===== src/rtl/uart_loader_pkg.sv =====
// rtl/uart_loader_pkg.sv - shared types and defaults for the UART boot loader
package uart_loader_pkg;

    typedef enum logic [1:0] {
        IDLE,
        ADDR,
        DATA
    } parse_state_t;

    typedef enum logic [1:0] {
        RX_IDLE,
        RX_START,
        RX_DATA,
        RX_STOP
    } rx_state_t;

    localparam int         CLK_DIV_DEFAULT  = 16;
    localparam logic [7:0] CMD_WR_DEFAULT   = 8'h02;
    localparam logic [7:0] CMD_BOOT_DEFAULT = 8'h03;

    // Word-aligned increment; wraps FFFF_FFFC -> 0 by plain 32-bit overflow.
    function automatic logic [31:0] next_word_addr(input logic [31:0] a);
        return a + 32'd4;
    endfunction

endpackage


===== src/rtl/uart_rx_byte.sv =====
// rtl/uart_rx_byte.sv - 8N1 receiver: synchronizer, mid-bit sampling, stop-bit check
module uart_rx_byte
    import uart_loader_pkg::*;
#(
    parameter int CLK_DIV = CLK_DIV_DEFAULT
) (
    input  logic       clk,
    input  logic       rst_n,
    input  logic       rx,
    output logic [7:0] data,
    output logic       data_valid,
    output logic       frame_err
);

    localparam int             CW        = $clog2(CLK_DIV + 1);
    localparam logic [CW-1:0]  BIT_LAST  = CW'(CLK_DIV - 1);
    localparam logic [CW-1:0]  HALF_LAST = CW'(CLK_DIV / 2 - 1);

    rx_state_t     state;
    logic          rx_meta;
    logic          rx_sync;
    logic          rx_prev;
    logic [CW-1:0] baud_cnt;
    logic [2:0]    bit_cnt;
    logic [7:0]    shreg;

    always_ff @(posedge clk or negedge rst_n) begin
        if (!rst_n) begin
            state      <= RX_IDLE;
            rx_meta    <= 1'b1;
            rx_sync    <= 1'b1;
            rx_prev    <= 1'b1;
            baud_cnt   <= '0;
            bit_cnt    <= '0;
            shreg      <= '0;
            data       <= '0;
            data_valid <= 1'b0;
            frame_err  <= 1'b0;
        end else begin
            rx_meta    <= rx;
            rx_sync    <= rx_meta;
            rx_prev    <= rx_sync;
            data_valid <= 1'b0;
            frame_err  <= 1'b0;
            case (state)
                RX_IDLE: begin
                    if (rx_prev && !rx_sync) begin
                        state    <= RX_START;
                        baud_cnt <= '0;
                    end
                end
                RX_START: begin
                    // A start bit that is high again at mid-bit was only a glitch.
                    if (baud_cnt == HALF_LAST) begin
                        baud_cnt <= '0;
                        bit_cnt  <= '0;
                        state    <= rx_sync ? RX_IDLE : RX_DATA;
                    end else begin
                        baud_cnt <= baud_cnt + 1'b1;
                    end
                end
                RX_DATA: begin
                    if (baud_cnt == BIT_LAST) begin
                        baud_cnt <= '0;
                        shreg    <= {rx_sync, shreg[7:1]};
                        bit_cnt  <= bit_cnt + 3'd1;
                        if (bit_cnt == 3'd7) state <= RX_STOP;
                    end else begin
                        baud_cnt <= baud_cnt + 1'b1;
                    end
                end
                RX_STOP: begin
                    if (baud_cnt == BIT_LAST) begin
                        baud_cnt <= '0;
                        state    <= RX_IDLE;
                        if (rx_sync) begin
                            data       <= shreg;
                            data_valid <= 1'b1;
                        end else begin
                            frame_err  <= 1'b1;
                        end
                    end else begin
                        baud_cnt <= baud_cnt + 1'b1;
                    end
                end
                default: state <= RX_IDLE;
            endcase
        end
    end

endmodule


===== src/rtl/uart_mem_loader.sv =====
// rtl/uart_mem_loader.sv - UART boot-load frame parser with one-entry req/gnt write port
module uart_mem_loader
    import uart_loader_pkg::*;
#(
    parameter int         CLK_DIV  = CLK_DIV_DEFAULT,
    parameter logic [7:0] CMD_WR   = CMD_WR_DEFAULT,
    parameter logic [7:0] CMD_BOOT = CMD_BOOT_DEFAULT
) (
    input  logic        clk,
    input  logic        rst_n,
    input  logic        uart_rx_i,
    output logic        mem_req_o,
    input  logic        mem_gnt_i,
    output logic [31:0] mem_addr_o,
    output logic [31:0] mem_wdata_o,
    output logic        mem_we_o,
    output logic [3:0]  mem_be_o,
    output logic        fetch_en_o,
    output logic        busy_o,
    output logic        frame_err_o,
    output logic        overrun_o,
    output logic        bad_cmd_o
);

    logic [7:0]   rx_byte;
    logic         rx_valid;
    logic         rx_ferr;

    parse_state_t state;
    logic [1:0]   cnt;
    logic [31:0]  addr;
    logic [31:0]  word;
    logic [31:0]  addr_next;
    logic         post_valid;
    logic [31:0]  post_addr;
    logic [31:0]  post_data;

    uart_rx_byte #(
        .CLK_DIV (CLK_DIV)
    ) u_rx (
        .clk        (clk),
        .rst_n      (rst_n),
        .rx         (uart_rx_i),
        .data       (rx_byte),
        .data_valid (rx_valid),
        .frame_err  (rx_ferr)
    );

    assign addr_next = next_word_addr(addr);
    assign mem_we_o  = 1'b1;
    assign mem_be_o  = 4'hF;
    // post_valid covers the one cycle between parser returning to IDLE and req rising.
    assign busy_o    = (state != IDLE) || post_valid || mem_req_o;

    always_ff @(posedge clk or negedge rst_n) begin
        if (!rst_n) begin
            state      <= IDLE;
            cnt        <= '0;
            addr       <= '0;
            word       <= '0;
            post_valid <= 1'b0;
            post_addr  <= '0;
            post_data  <= '0;
            fetch_en_o <= 1'b0;
            bad_cmd_o  <= 1'b0;
        end else begin
            post_valid <= 1'b0;
            if (rx_valid) begin
                case (state)
                    IDLE: begin
                        if (rx_byte == CMD_WR) begin
                            state <= ADDR;
                            cnt   <= '0;
                            addr  <= '0;
                        end else if (rx_byte == CMD_BOOT) begin
                            fetch_en_o <= 1'b1;
                        end else begin
                            bad_cmd_o  <= 1'b1;
                        end
                    end
                    ADDR: begin
                        cnt <= cnt + 2'd1;
                        if (cnt == 2'd3) begin
                            addr  <= {addr[23:0], rx_byte[7:2], 2'b00};
                            state <= DATA;
                            cnt   <= '0;
                        end else begin
                            addr  <= {addr[23:0], rx_byte};
                        end
                    end
                    DATA: begin
                        cnt  <= cnt + 2'd1;
                        word <= {word[23:0], rx_byte};
                        if (cnt == 2'd3) begin
                            post_valid <= 1'b1;
                            post_addr  <= addr;
                            post_data  <= {word[23:0], rx_byte};
                            addr       <= addr_next;
                            cnt        <= '0;
                            // Frames end at each 16-byte boundary; host resends a header.
                            if (addr_next[3:0] == 4'h0) state <= IDLE;
                        end
                    end
                    default: state <= IDLE;
                endcase
            end
        end
    end

    always_ff @(posedge clk or negedge rst_n) begin
        if (!rst_n) begin
            mem_req_o   <= 1'b0;
            mem_addr_o  <= '0;
            mem_wdata_o <= '0;
            overrun_o   <= 1'b0;
            frame_err_o <= 1'b0;
        end else begin
            if (rx_ferr) frame_err_o <= 1'b1;
            if (post_valid) begin
                // A grant in this same cycle frees the slot, so the new word may load.
                if (mem_req_o && !mem_gnt_i) begin
                    overrun_o <= 1'b1;
                end else begin
                    mem_req_o   <= 1'b1;
                    mem_addr_o  <= post_addr;
                    mem_wdata_o <= post_data;
                end
            end else if (mem_req_o && mem_gnt_i) begin
                mem_req_o <= 1'b0;
            end
        end
    end

endmodule


===== config.mk =====
export PLATFORM = sky130hd
export DESIGN_NAME = uart_mem_loader
export DESIGN_NICKNAME = d
export VERILOG_FILES = /design/src/rtl/uart_loader_pkg.sv /design/src/rtl/uart_rx_byte.sv /design/src/rtl/uart_mem_loader.sv
export SDC_FILE = /design/constraint.sdc
export NUM_CORES = 1
export LEC_CHECK = 0
export ABC_AREA = 1
export BUFFER_PORTS_ARGS = -buffer_cell sky130_fd_sc_hd__buf_2
export CORE_UTILIZATION = 30
export CTS_CLUSTER_DIAMETER = 80
export DETAILED_ROUTE_END_ITERATION = 10
export GPL_ROUTABILITY_DRIVEN = 0
export SYNTH_ARGS = -nofsm -noshare
export SYNTH_HDL_FRONTEND = slang
export SYNTH_SLANG_ARGS = --single-unit

===== constraint.sdc =====
create_clock -name clk -period 3.5 [get_ports clk]
set_input_delay 0.35 -clock clk [delete_from_list [all_inputs] [get_ports clk]]
set_output_delay 0.35 -clock clk [all_outputs]
set_load 0.01 [all_outputs]

# [Yosys cells after proc, flatten, opt, wreduce, memory -nomap -nowiden]
# Cells that the tools add are included.
[totals] mem_bits_ro=0 n_memories=0 ramBits=0 latch_bits=0 output_inout_bits=75 ff_bits=225
[op_classes] div=0 n_mux=38 n_addsub=4 n_mul=0 order_cmp=0 n_eq_ne=21 reduce_logical=31 shifts=0 n_bitwise=3
[op_table] op="32-bit one-hot mux with 3 select lines" n=1
[op_table] op="32-bit 2-to-1 mux" n=2
[op_table] op="32-bit by 3-bit adder with 32-bit output, second input constant" n=1
[op_table] op="2-bit 2-to-1 mux" n=13
[op_table] op="8-bit by 2-bit equality test with 1-bit output, second input constant" n=2
[op_table] op="5-bit 2-to-1 mux" n=3
[op_table] op="5-bit one-hot mux with 3 select lines" n=1
[op_table] op="1-bit 2-to-1 mux" n=12
[op_table] op="3-bit AND reduction" n=4
[op_table] op="4-bit AND reduction" n=3
[op_table] op="2-bit by 1-bit != test with 1-bit output, second input constant" n=5
[op_table] op="2-bit != test, second input constant" n=5
[op_table] op="2-bit AND reduction" n=5
[op_table] op="5-bit AND reduction" n=2
[op_table] op="2-bit equality test, second input constant" n=4
[op_table] op="2-bit one-hot mux with 4 select lines" n=1
[op_table] op="2-bit nonzero test" n=4
[op_table] op="3-bit 2-to-1 mux" n=2
[op_table] op="2-bit one-hot mux with 3 select lines" n=1
[op_table] op="3-bit one-hot mux with 2 select lines" n=1
[op_table] op="5-bit by 1-bit adder with 5-bit output, second input constant" n=1
[op_table] op="5-bit by 3-bit equality test with 1-bit output, second input constant" n=1
[op_table] op="5-bit by 4-bit equality test with 1-bit output, second input constant" n=1
[op_table] op="2-bit by 1-bit equality test with 1-bit output, second input constant" n=2
[op_table] op="other kinds (12)" n=20

# [Logic depth before layout (Yosys ltp)]
# Gate-level depths: netlist of the first run.
[depth] depth_word=5 ltp_mapped=11

# [Modules after synthesis]
# Synthesis of the first run repeated with hierarchy kept, for this count alone.
[unflattened] hier_cells=1103 hier_area_um2=9973.3
[by_module_without_submodules] mod="uart_mem_loader" instances=1 cells_each=963 area_each_um2=8598.2
[by_module_without_submodules] mod="uart_rx_byte" instances=1 cells_each=140 area_each_um2=1375.1

# [Worst setup path after synthesis of the first run]
# No wires, ideal clock.
[synth_path] kind="register to register" from="register u_rx.baud_cnt[0]" to="register u_rx.data[1]" path_slack_ns=1.738 path_stages_with_launch=9 t_arrival_ns=1.634 path_buffers=1 cell_sequence="dfrtp_1 ha_1 nand2_1 nor2_1 ha_1 inv_1 nor3_2 buf_2 o21ai_0"
[synth_between] elab_chain_cells=2
[synth_lines] item="start: declaration" line_no="uart_rx_byte.sv:23" rtl="logic [CW-1:0] baud_cnt;"
[synth_lines] item="start signal: assignment" line_no="uart_rx_byte.sv:59" rtl="baud_cnt <= baud_cnt + 1'b1;"
[synth_lines] item="start signal: assignment" line_no="uart_rx_byte.sv:69" rtl="baud_cnt <= baud_cnt + 1'b1;"
[synth_lines] item="start signal: assignment" line_no="uart_rx_byte.sv:83" rtl="baud_cnt <= baud_cnt + 1'b1;"
[synth_lines] item="5-bit by 4-bit equality test with 1-bit output" line_no="uart_rx_byte.sv:73" rtl="if (baud_cnt == BIT_LAST) begin"
[synth_lines] item="3-bit AND reduction (no line)"
[synth_lines] item="end signal: assignment" line_no="uart_rx_byte.sv:77" rtl="data <= shreg;"
[synth_lines] item="end: declaration" line_no="uart_rx_byte.sv:10" rtl="output logic [7:0] data,"
# Every way passes these cells.
# A chain may end at the register's enable or synchronous reset.

# [Worst setup path in the final report of the first run]
[layout_path] from="register state[0]" to="register addr[5]"
[layout_between] elab_chain_cells=3 elab_cells_between_ends=8
[layout_lines] item="start: declaration" line_no="uart_mem_loader.sv:29" rtl="parse_state_t state;"
[layout_lines] item="start signal: assignment" line_no="uart_mem_loader.sv:57" rtl="state <= IDLE;"
[layout_lines] item="start signal: assignment" line_no="uart_mem_loader.sv:72" rtl="state <= ADDR;"
[layout_lines] item="start signal: assignment" line_no="uart_mem_loader.sv:85" rtl="state <= DATA;"
[layout_lines] item="2-bit equality test (tied with other cells)" line_no="uart_mem_loader.sv:69" rtl="case (state)"
[layout_lines] item="2-bit != test (no line) or 3-bit nonzero test (tied branches)"
[layout_lines] item="4-bit AND reduction (no line)"
[layout_lines] item="end signal: assignment" line_no="uart_mem_loader.sv:84" rtl="addr <= {addr[23:0], rx_byte[7:2], 2'b00};"
[layout_lines] item="end signal: assignment" line_no="uart_mem_loader.sv:88" rtl="addr <= {addr[23:0], rx_byte};"
[layout_lines] item="end signal: assignment" line_no="uart_mem_loader.sv:98" rtl="addr <= addr_next;"
[layout_lines] item="end: declaration" line_no="uart_mem_loader.sv:31" rtl="logic [31:0] addr;"
# Several ways; a longest one is shown, not always the timed one.

==> flow_summary.yaml, run 1 <==
run_status:
  status: "finished, final reports clean"
placement:
  postPlaceCellArea_mm2: 0.0107
  hpwl_um: 13900
  pre_cts_slack_ps: 1300
  numPortBuffers: 73
detailed_routing:
  via_per_inst: 4.39
  drc: 0
  num_vias: 7270
  wirelength_um: 20800
  drtIter0Drc: 525
  ant_nets: 0
  wl_per_cell_um: 12.6
  first_pass_iters: 5
setup_path:
  cpPeakStageDelay_ps: 520
  crit_path_max_fanout: 29
  crit_type: "reg2reg"
  crit_chain: "inv_1 -> ha_1 -> buf_4 -> a21oi_1 -> nand3_2 -> nor2_4 -> o21ai_0 -> nand2_1"
  slowest_stage: "nor2_4"
  worst-path-buf-inv: 2
  arrival_ps: 2650
  crit_path_end_kind: "flip-flop"
  crit_required_ps: 3950
  path_delay_family: "simple AND/OR/NAND/NOR gates"
  start_kind: "flip-flop"
synthesis:
  synth_cells: 1129
  synth_edf_count: 0
  ys_warn_count: 0
  synth-seq-cells: 225
  synth_area_mm2: 0.00992
  synth_cell_types: 34
  ys_seq_area_share_pct: 56.8
  yosys_most_used_dff: "dfrtp_1"
  synth.avg_cell_area_um2: 8.78
  ys_async_sr_fraction_pct: 100
finish:
  multi_input_area_mm2: 0.00365
  syn_to_final_growth_pct: 17.5
  nNetsFinal: 1218
  insertedDiodeCount: 0
  fin_util_pct: 35.8
  final_area_mm2: 0.0116
  drive_gt1_share_pct: 15.7
  seq_area_mm2: 0.00563
  fill_cells: 3374
timing:
  finalSetupViolCount: 0
  period_minus_slack_ps: 2200
  finClkSkew_ps: 22.1
  setup_ws_ps: 1300
  rsz0062_at_grt: "false"
  worst_pin_slew_ps: 790
  fin_setup_tns_ps: 0
  fin_crit_sh_pct: 62.9
  hold_viol: 0
  timing.fmax_ghz: 0.454
  slew_headroom_pct: 47.3
  slew_viol_final: 0
pwr:
  p_leak_nw: 5.56
  ir_worst_vdd_v: 0.000307
  power.density_mw_per_mm2: 487
global_route:
  grt_max_degree: 94
  grt_pass1_vias: 7128
  grt_pass1_wl_um: 35500
  globalRouteTotalUtil_pct: 12.7
  antenna_found_initial: 0
  grt_overflow: 0
cts:
  clkSlewWorstSetupHoldPaths_ps: 60
  cts_tree: "built"
  htree_levels: 1
  clock-sinks: 225
  cts-root-buf: "clkbuf_16"
  numCtsBuffers: 26
  insertion_delay_ps: 530
  clockBufferDepth: 3
worst_hold_path:
  worstHoldPathType: "in2reg"
floorplan:
  fp.dieH_um: 184
  placementRows: 66
  core_mm2: 0.0325
  ios: 79
  die_area_mm2: 0.0338
  fp.dieW_um: 184
  start_util_pct: 30.5
run:
  maxCapViolations: 0
## synthesized netlist by cell type, types with 7 or more instances
cell type | count | area (um2)
nand2_2 | 7 | 43.8
nor2_1 | 44 | 165
ha_1 | 17 | 213
buf_2 | 14 | 70.1
o21ai_1 | 9 | 45.0
inv_1 | 108 | 405
nand3_1 | 40 | 200
clkbuf_1 | 27 | 101
nand2_1 | 384 | 1440
dfrtp_1 | 222 | 5560
a21oi_1 | 13 | 65.1
mux2_2 | 29 | 327
o21ai_0 | 152 | 761
nor2_4 | 7 | 78.8
nor2_2 | 9 | 56.3
## power breakdown
group / total (mW) / switching [mW] / internal (mW)
Sequential: 2.65 / 0.0235 / 2.63
Combinational: 0.265 / 0.188 / 0.0766
Clock: 2.76 / 1.04 / 1.72
Total: 5.68 / 1.25 / 4.42
## cells by family after synthesis
group           count (synthesis)  synth area share [%]
compound gates                188                  9.80
flops                         225                  56.8
mux                            29                  3.29
xor+xnor                        3                 0.265
fa+ha+maj                      17                  2.15
buf+inv                       161                  6.61
simple gates                  505                  21.0
other cells                     1                0.0378
## sequential cells by signal, indices dropped and copies added, names as in the netlist, 2 cells and up, named ones only
register,cells
u_rx.shreg,8
u_rx.data,8
mem_wdata_o,32
u_rx.baud_cnt,5
post_data,32
mem_addr_o,32
state,2
word,24
cnt,2
u_rx.bit_cnt,3
post_addr,32
addr,32
## layout make-up
| cell class | count | share of cell area, % |
|---|---|---|
| sequential | 225 | 48.4 |
| multi-input combinational | 747 | 31.4 |
| clock buffer | 35 | 6.39 |
| tap | 442 | 4.75 |
| timing repair buffer | 84 | 4.19 |
| inverter | 113 | 3.64 |
| clock inverter | 10 | 1.31 |
## final timing paths
check	to	start	depth (start not counted)	slack, ps
worst max-delay path	addr[5]	state[0]	8	1300
worst max register to register	addr[5]	state[0]	8	1300
max in group asynchronous	mem_addr_o[24]	rst_n	3	2220
min in group asynchronous	mem_wdata_o[5]	rst_n	2	460
worst min register to register	u_rx.rx_sync	u_rx.rx_meta	0	350
worst min-delay path	overrun_o	mem_gnt_i	4	180
## per-layer routing
layer	wire, um	up-vias	track usage, %
met5	0	-	0
met4	384	0	3.57
met3	799	30	1.70
met2	9550	117	20.6
met1	10100	3417	17.8
li1	-	3706	-
## per-stage QoR
| step | hold WS [ps] | cells | total power, mW |
|---|---|---|---|
| after global placement | 346 | 1609 | 2.96 |
| after global routing | 209 | 1656 | 5.92 |
| after detailed placement | 347 | 1609 | 2.97 |
| after CTS | 151 | 1656 | 5.77 |
| final | 175 | 1656 | 5.68 |
| after floorplan | 54.4 | 1133 | 2.87 |
## timing repair
| action | 4_1_cts | 5_1_grt |
|---|---|---|
| resized for setup | 0 | 0 |
| hold endpoints to repair | 89 | 0 |
| buffers inserted | 0 | 0 |
| hold buffers | 2 | 0 |
## placed cells by master, fill, tap and decap left out, types with 5 or more instances in the layout
master,synthesis,routed
nand2_1,384,383
dfrtp_1,222,222
o21ai_0,152,152
inv_1,108,108
buf_2,14,72
nor2_1,44,44
nand3_1,40,40
mux2_2,29,29
clkbuf_16,0,26
ha_1,17,17
a21oi_1,13,13
o21ai_1,9,9
nor2_4,7,8
nor2_2,9,8
nand2_2,7,7
buf_4,5,7
clkbuf_8,0,6
inv_2,5,5
conb_1,1,5
## worst register-to-register path, stage by stage (launching register included)
cell and delay, ps:
dfrtp_1 390, inv_1 80, ha_1 210, buf_4 240
a21oi_1 270, nand3_2 150, nor2_4 530, o21ai_0 190
nand2_1 90
(Power assumes the default switching activity.)
==> run 2: changes to the inputs <==
--- a/config.mk
+++ b/config.mk
@@ -5,7 +5,7 @@
 export SDC_FILE = /design/constraint.sdc
 export NUM_CORES = 1
 export LEC_CHECK = 0
-export ABC_AREA = 1
+export ABC_AREA = 0
 export BUFFER_PORTS_ARGS = -buffer_cell sky130_fd_sc_hd__buf_2
 export CORE_UTILIZATION = 30
 export CTS_CLUSTER_DIAMETER = 80
==> constraint.sdc (replaced) <==
create_clock -name clk -period 1.9 [get_ports clk]
set_input_delay 0.19 -clock clk [delete_from_list [all_inputs] [get_ports clk]]
set_output_delay 0.19 -clock clk [all_outputs]
set_load 0.01 [all_outputs]
==> run 2 against run 1 <==
  * The run now ends with setup timing left
  * Synthesized cell count is 33% lower
  * Power is 79% higher
  * Via count shrank 11%
  * Die area shrank 2.6%
  * Synthesized area down 2.6%
  * Register-to-register slack worse by 1400 ps
  * Wire length up 3.6%
  * Largest power group is now registers
==> flow_summary.yaml, run 2 <==
run_status:
  status: "finished with violations"
  violations: "setup timing"
synthesis:
  ys_top_cells_by_area: "dfrtp_1 (58%), mux2_2 (19%), nand2_1 (2.3%), ha_1 (2.2%), o21ai_0 (2.0%)"
  synth_top_area_share_pct: 57.6
  synth_cell_types: 65
  synth_edf_count: 0
  synth-seq-cells: 225
  synth.avg_cell_area_um2: 12.8
  synth.most_common_cell: "dfrtp_1"
  ys_warn_count: 0
  synth_area_mm2: 0.00965
  yosys_most_used_dff: "dfrtp_1"
  yosys.area.top_type: "dfrtp_1"
  synth_cells: 754
  ys_async_sr_fraction_pct: 100
  ys_seq_area_share_pct: 58.4
  synthTopCellsByCount: "dfrtp_1 (222), mux2_2 (160), nand2_1 (59)"
timing:
  worst_pin_slew_ps: 524
  finClkSkew_ps: 10.9
  rsz0062_at_grt: "true"
  finalSetupViolCount: 10
  fin_setup_tns_ps: -276
  hold_ws_ps: 216
  slew_viol_final: 0
  fin_crit_sh_pct: 103
  timing.fmax_ghz: 0.510
  period_minus_slack_ps: 1960
  setup_ws_ps: -62.7
  slew_headroom_pct: 64.8
  hold_viol: 0
setup_path:
  reg2reg_to: "addr[12]"
  arrival_ps: 2360
  start_kind: "flip-flop"
  crit_type: "reg2reg"
  crit_chain: "or4_4 -> o21ai_4 -> buf_4 -> nand2b_4 -> a21o_1 -> a221o_1"
  cpPeakStageDelay_ps: 580
  crit_path_end_kind: "flip-flop"
  r2r-start: "u_rx.data[3]"
  crit_required_ps: 2300
  slowest_stage: "or4_4"
  rr_worst_depth: 6
  crit_path_max_fanout: 3
  r2r_slack_ps: -60
global_route:
  grt_overflow: 0
  globalRouteTotalUtil_pct: 13.0
  grt_pass1_vias: 6595
  grt_pass1_wl_um: 35000
  antenna_found_initial: 0
  grt_max_degree: 65
cts:
  cts_tree: "built"
  clockBufferDepth: 3
  cts-root-buf: "clkbuf_16"
  insertion_delay_ps: 520
  numCtsBuffers: 24
  htree_levels: 1
  clock-sinks: 225
  clkSlewWorstSetupHoldPaths_ps: 60
finish:
  final_common_cell: "dfrtp_1"
  syn_to_final_growth_pct: 27.4
  drive_gt1_share_pct: 45.9
  fin_util_pct: 38.9
  fin_cells: 1330
  nNetsFinal: 932
  layout_common_cells: "dfrtp_1 (222), mux2_2 (160), buf_4 (73)"
  insertedDiodeCount: 0
  final_area_mm2: 0.0123
placement:
  pre_cts_slack_ps: -59.8
  postPlaceCellArea_mm2: 0.0111
  hpwl_um: 14500
  dp_cells: 1274
  numPortBuffers: 73
detailed_routing:
  wirelength_um: 21600
  num_vias: 6504
  wl_per_cell_um: 16.2
  first_pass_iters: 5
  drtIter0Drc: 339
  ant_nets: 0
  drc: 0
  via_per_inst: 4.89
pwr:
  ir_worst_vdd_v: 0.000623
  power_mw: 10.2
  p_leak_nw: 6.15
  power.density_mw_per_mm2: 828
floorplan:
  ios: 79
  fp.dieW_um: 181
  fp.dieH_um: 181
  core_mm2: 0.0316
  die_area_mm2: 0.0329
  start_util_pct: 30.5
  placementRows: 65
run:
  maxCapViolations: 0
worst_hold_path:
  worstHoldPathType: "in2async"
run 2: changes by cell type after synthesis, moves of 9 or more:
cell	previous run	this run
o21ai_0	152	38
mux2_2	29	160
nand3_1	40	18
inv_1	108	28
nand2_1	384	59
buf_2	14	5
nor2_1	44	18
run 2: kinds of logic after synthesis:
family                     Yosys count  synth area share, %
DFF                                225                 58.4
muxes                              161                 18.8
and+or+nand+nor                    161                 8.80
AOI/OAI and AO/OA                  118                 8.48
buffers and inverters               67                 2.98
adders and majority gates           17                 2.20
xor gates and xnor gates             4                0.363
other                                1               0.0388
run 2: timing repair:
action                                 4_1_cts  5_1_grt
pin swaps                                   15       27
setup endpoints to repair                   19       51
hold buffers                                 3        0
resized for setup                           14       57
endpoints found under the hold margin       60        0
cloned                                       1        1
setup buffers                                3        5
run 2: final cells by class:
cell class / count / area [um2]
clock inverter: 12 / 124
sequential: 225 / 5630
multi-input combinational: 466 / 3990
tap: 402 / 503
clock buffer: 31 / 678
fill: 3004 / 19300
timing repair buffer: 166 / 1260
inverter: 28 / 105
run 2: layer usage:
metal,routed length [um],global-route usage (%)
met1,10000,17.9
met2,9840,20.4
met3,1260,2.79
met4,450,3.93
met5,0,0
run 2: where the power goes:
group          internal [mW]  switching [mW]  leakage, nW
clock network           2.80            1.89        0.386
logic                  0.263           0.357         2.63
registers               4.84          0.0361         3.13
total                   7.89            2.28         6.15
run 2: worst max path at each step:
stage                             from      endpoint  slack (ps)  depth (start not counted)
after floorplan               state[0]  post_addr[0]         -80                          7
after global placement    u_rx.data[6]      addr[30]          -1                          6
after detailed placement  u_rx.data[6]      addr[30]         -60                          6
after CTS                 u_rx.data[2]      addr[31]         -40                          6
after global routing      u_rx.data[7]      addr[11]        -130                          7
final                     u_rx.data[3]      addr[12]         -60                          6
run 2: critical path: cells and delay by family, from the launching register on:
family	cells	cell delay (ps)
compound gates	3	670
buf+inv	1	160
flops	1	370
simple gates	2	650
==> run 3: changes to the inputs <==
==> constraint.sdc (replaced) <==
create_clock -name clk -period 1.9 [get_ports clk]
set_input_delay 0.095 -clock clk [delete_from_list [all_inputs] [get_ports clk]]
set_output_delay 0.095 -clock clk [all_outputs]
set_load 0.01 [all_outputs]
==> run 3 against run 2 <==
  * The run still ends with setup timing left
  * Highest routed layer unchanged
  * Global-route usage fell by 0.25 points
  * Non-clock buffer count fell by 11
  * Critical endpoint is now addr[11]
  * Via count shrank 1.4%
  * Worst setup slack worse by 9.6 ps
  * Count of clock-buffer cells in the layout increased by 5
  * Sequential cell count did not move
==> flow_summary.yaml, run 3 (synthesis results as in run 2) <==
timing:
  setup_ws_ps: -72.3
  hold_viol: 0
  timing.fmax_ghz: 0.507
  period_minus_slack_ps: 1970
  finClkSkew_ps: 10.7
  fin_crit_sh_pct: 104
  rsz0062_at_grt: "true"
  finalSetupViolCount: 14
  slew_viol_final: 0
detailed_routing:
  met1_length_um: 9530
  wl_per_cell_um: 15.6
  via_per_inst: 4.85
  drc: 0
  first_pass_iters: 5
  drtIter0Drc: 222
  num_vias: 6416
  ant_nets: 0
  wl_met2_um: 9320
  top_layer_used: "met4"
  wl_met3_um: 1420
  wirelength_um: 20600
cts:
  clockBufferDepth: 3
  numCtsBuffers: 25
  cts_tree: "built"
  clkSlewWorstSetupHoldPaths_ps: 60
  htree_levels: 1
  insertion_delay_ps: 530
  clock-sinks: 225
  cts-root-buf: "clkbuf_16"
global_route:
  grt_pass1_vias: 6539
  grt_overflow: 0
  antenna_found_initial: 0
  grt_pass1_wl_um: 34600
  globalRouteTotalUtil_pct: 12.7
  grt_max_degree: 65
floorplan:
  start_util_pct: 30.5
  placementRows: 65
  fp.dieH_um: 181
  ios: 79
  die_area_mm2: 0.0329
  core_mm2: 0.0316
  fp.dieW_um: 181
pwr:
  ir_worst_vdd_v: 0.000536
  p_leak_nw: 6.03
  power_mw: 10.2
  power.density_mw_per_mm2: 849
setup_path:
  rr_worst_depth: 5
  crit_required_ps: 2310
  startpoint: "u_rx.data[0]"
  arrival_ps: 2380
  crit_type: "reg2reg"
  r2r-start: "u_rx.data[0]"
  start_kind: "flip-flop"
  crit_path_end_kind: "flip-flop"
  crit_path_max_fanout: 7
finish:
  multi_input_area_mm2: 0.00384
  nNetsFinal: 922
  final_area_mm2: 0.0120
  fin_util_pct: 38.1
  syn_to_final_growth_pct: 24.8
  drive_gt1_share_pct: 41.8
  layout_common_cells: "dfrtp_1 (222), mux2_2 (160), buf_2 (72)"
  fin_cells: 1322
  fill_cells: 3014
  seq_area_mm2: 0.00563
  insertedDiodeCount: 0
  final_common_cell: "dfrtp_1"
placement:
  pre_cts_slack_ps: -55.6
  numPortBuffers: 73
  postPlaceCellArea_mm2: 0.0111
  hpwl_um: 14300
  dp_cells: 1270
worst_hold_path:
  worstHoldPathType: "in2async"
run_status:
  violations: "setup timing"
  status: "finished with violations"
run:
  maxCapViolations: 0
==> run 3: cell types whose count changed in the layout (fill, tap and decap cells not counted), sizes merged <==
cell	change
clkbuf	+6
clkinvlp	-1
clkinv	-1
buf	-12
==> run 3: layout make-up <==
type,count,area share (%)
clock inverters,10,1.02
flip-flops and latches,225,46.8
well taps,402,4.17
repair buffers,155,9.59
clock buffers,36,5.70
multi-input cells,466,31.9
inverters,28,0.872
==> run 3: routing by layer <==
| metal | vias to the layer above | track usage [%] |
|---|---|---|
| met2 | 171 | 20.1 |
| li1 | 3002 | - |
| met1 | 3211 | 17.5 |
| met4 | 0 | 3.56 |
| met5 | - | 0 |
| met3 | 32 | 2.81 |
==> run 3: final timing paths <==
kind	end	slack (ps)
worst max-delay path	addr[11]	-70
worst min-delay path	mem_addr_o[12]	90
worst max register to register	addr[11]	-70
worst min register to register	u_rx.rx_sync	360
max in group asynchronous	post_data[18]	1090
min in group clk	u_rx.rx_meta	220
==> run 3: worst max-delay path: stages, from the launching register on <==
cell,delay [ps]
dfrtp_1,380
or4b_4,580
o21a_4,270
nor2_4,210
o21ai_1,110
a221o_1,310
==> run 3: stage by stage <==
step / TNS (ps) / hold WS (ps)
2_1_floorplan: -1690 / -201
3_3_place_gp: 0 / 50.3
3_5_place_dp: -246 / 52.2
4_1_cts: -281 / 90.5
5_1_grt: -2410 / 112
6_report: -310 / 88.5
==> run 3: power breakdown <==
group	switching (mW)	leakage [nW]	internal [mW]
Combinational	0.360	2.51	0.277
Clock	1.92	0.387	2.80
Sequential	0.0418	3.13	4.84
Total	2.32	6.03	7.92
==> run 3: what timing repair did <==
| action | CTS | global route |
|---|---|---|
| hold buffers | 3 | 0 |
| endpoints found under the setup margin | 20 | 46 |
| resized for setup | 3 | 22 |
| hold endpoints to repair | 225 | 0 |
| pin swaps | 4 | 20 |
| setup buffers | 0 | 2 |
| gates cloned | 0 | 1 |
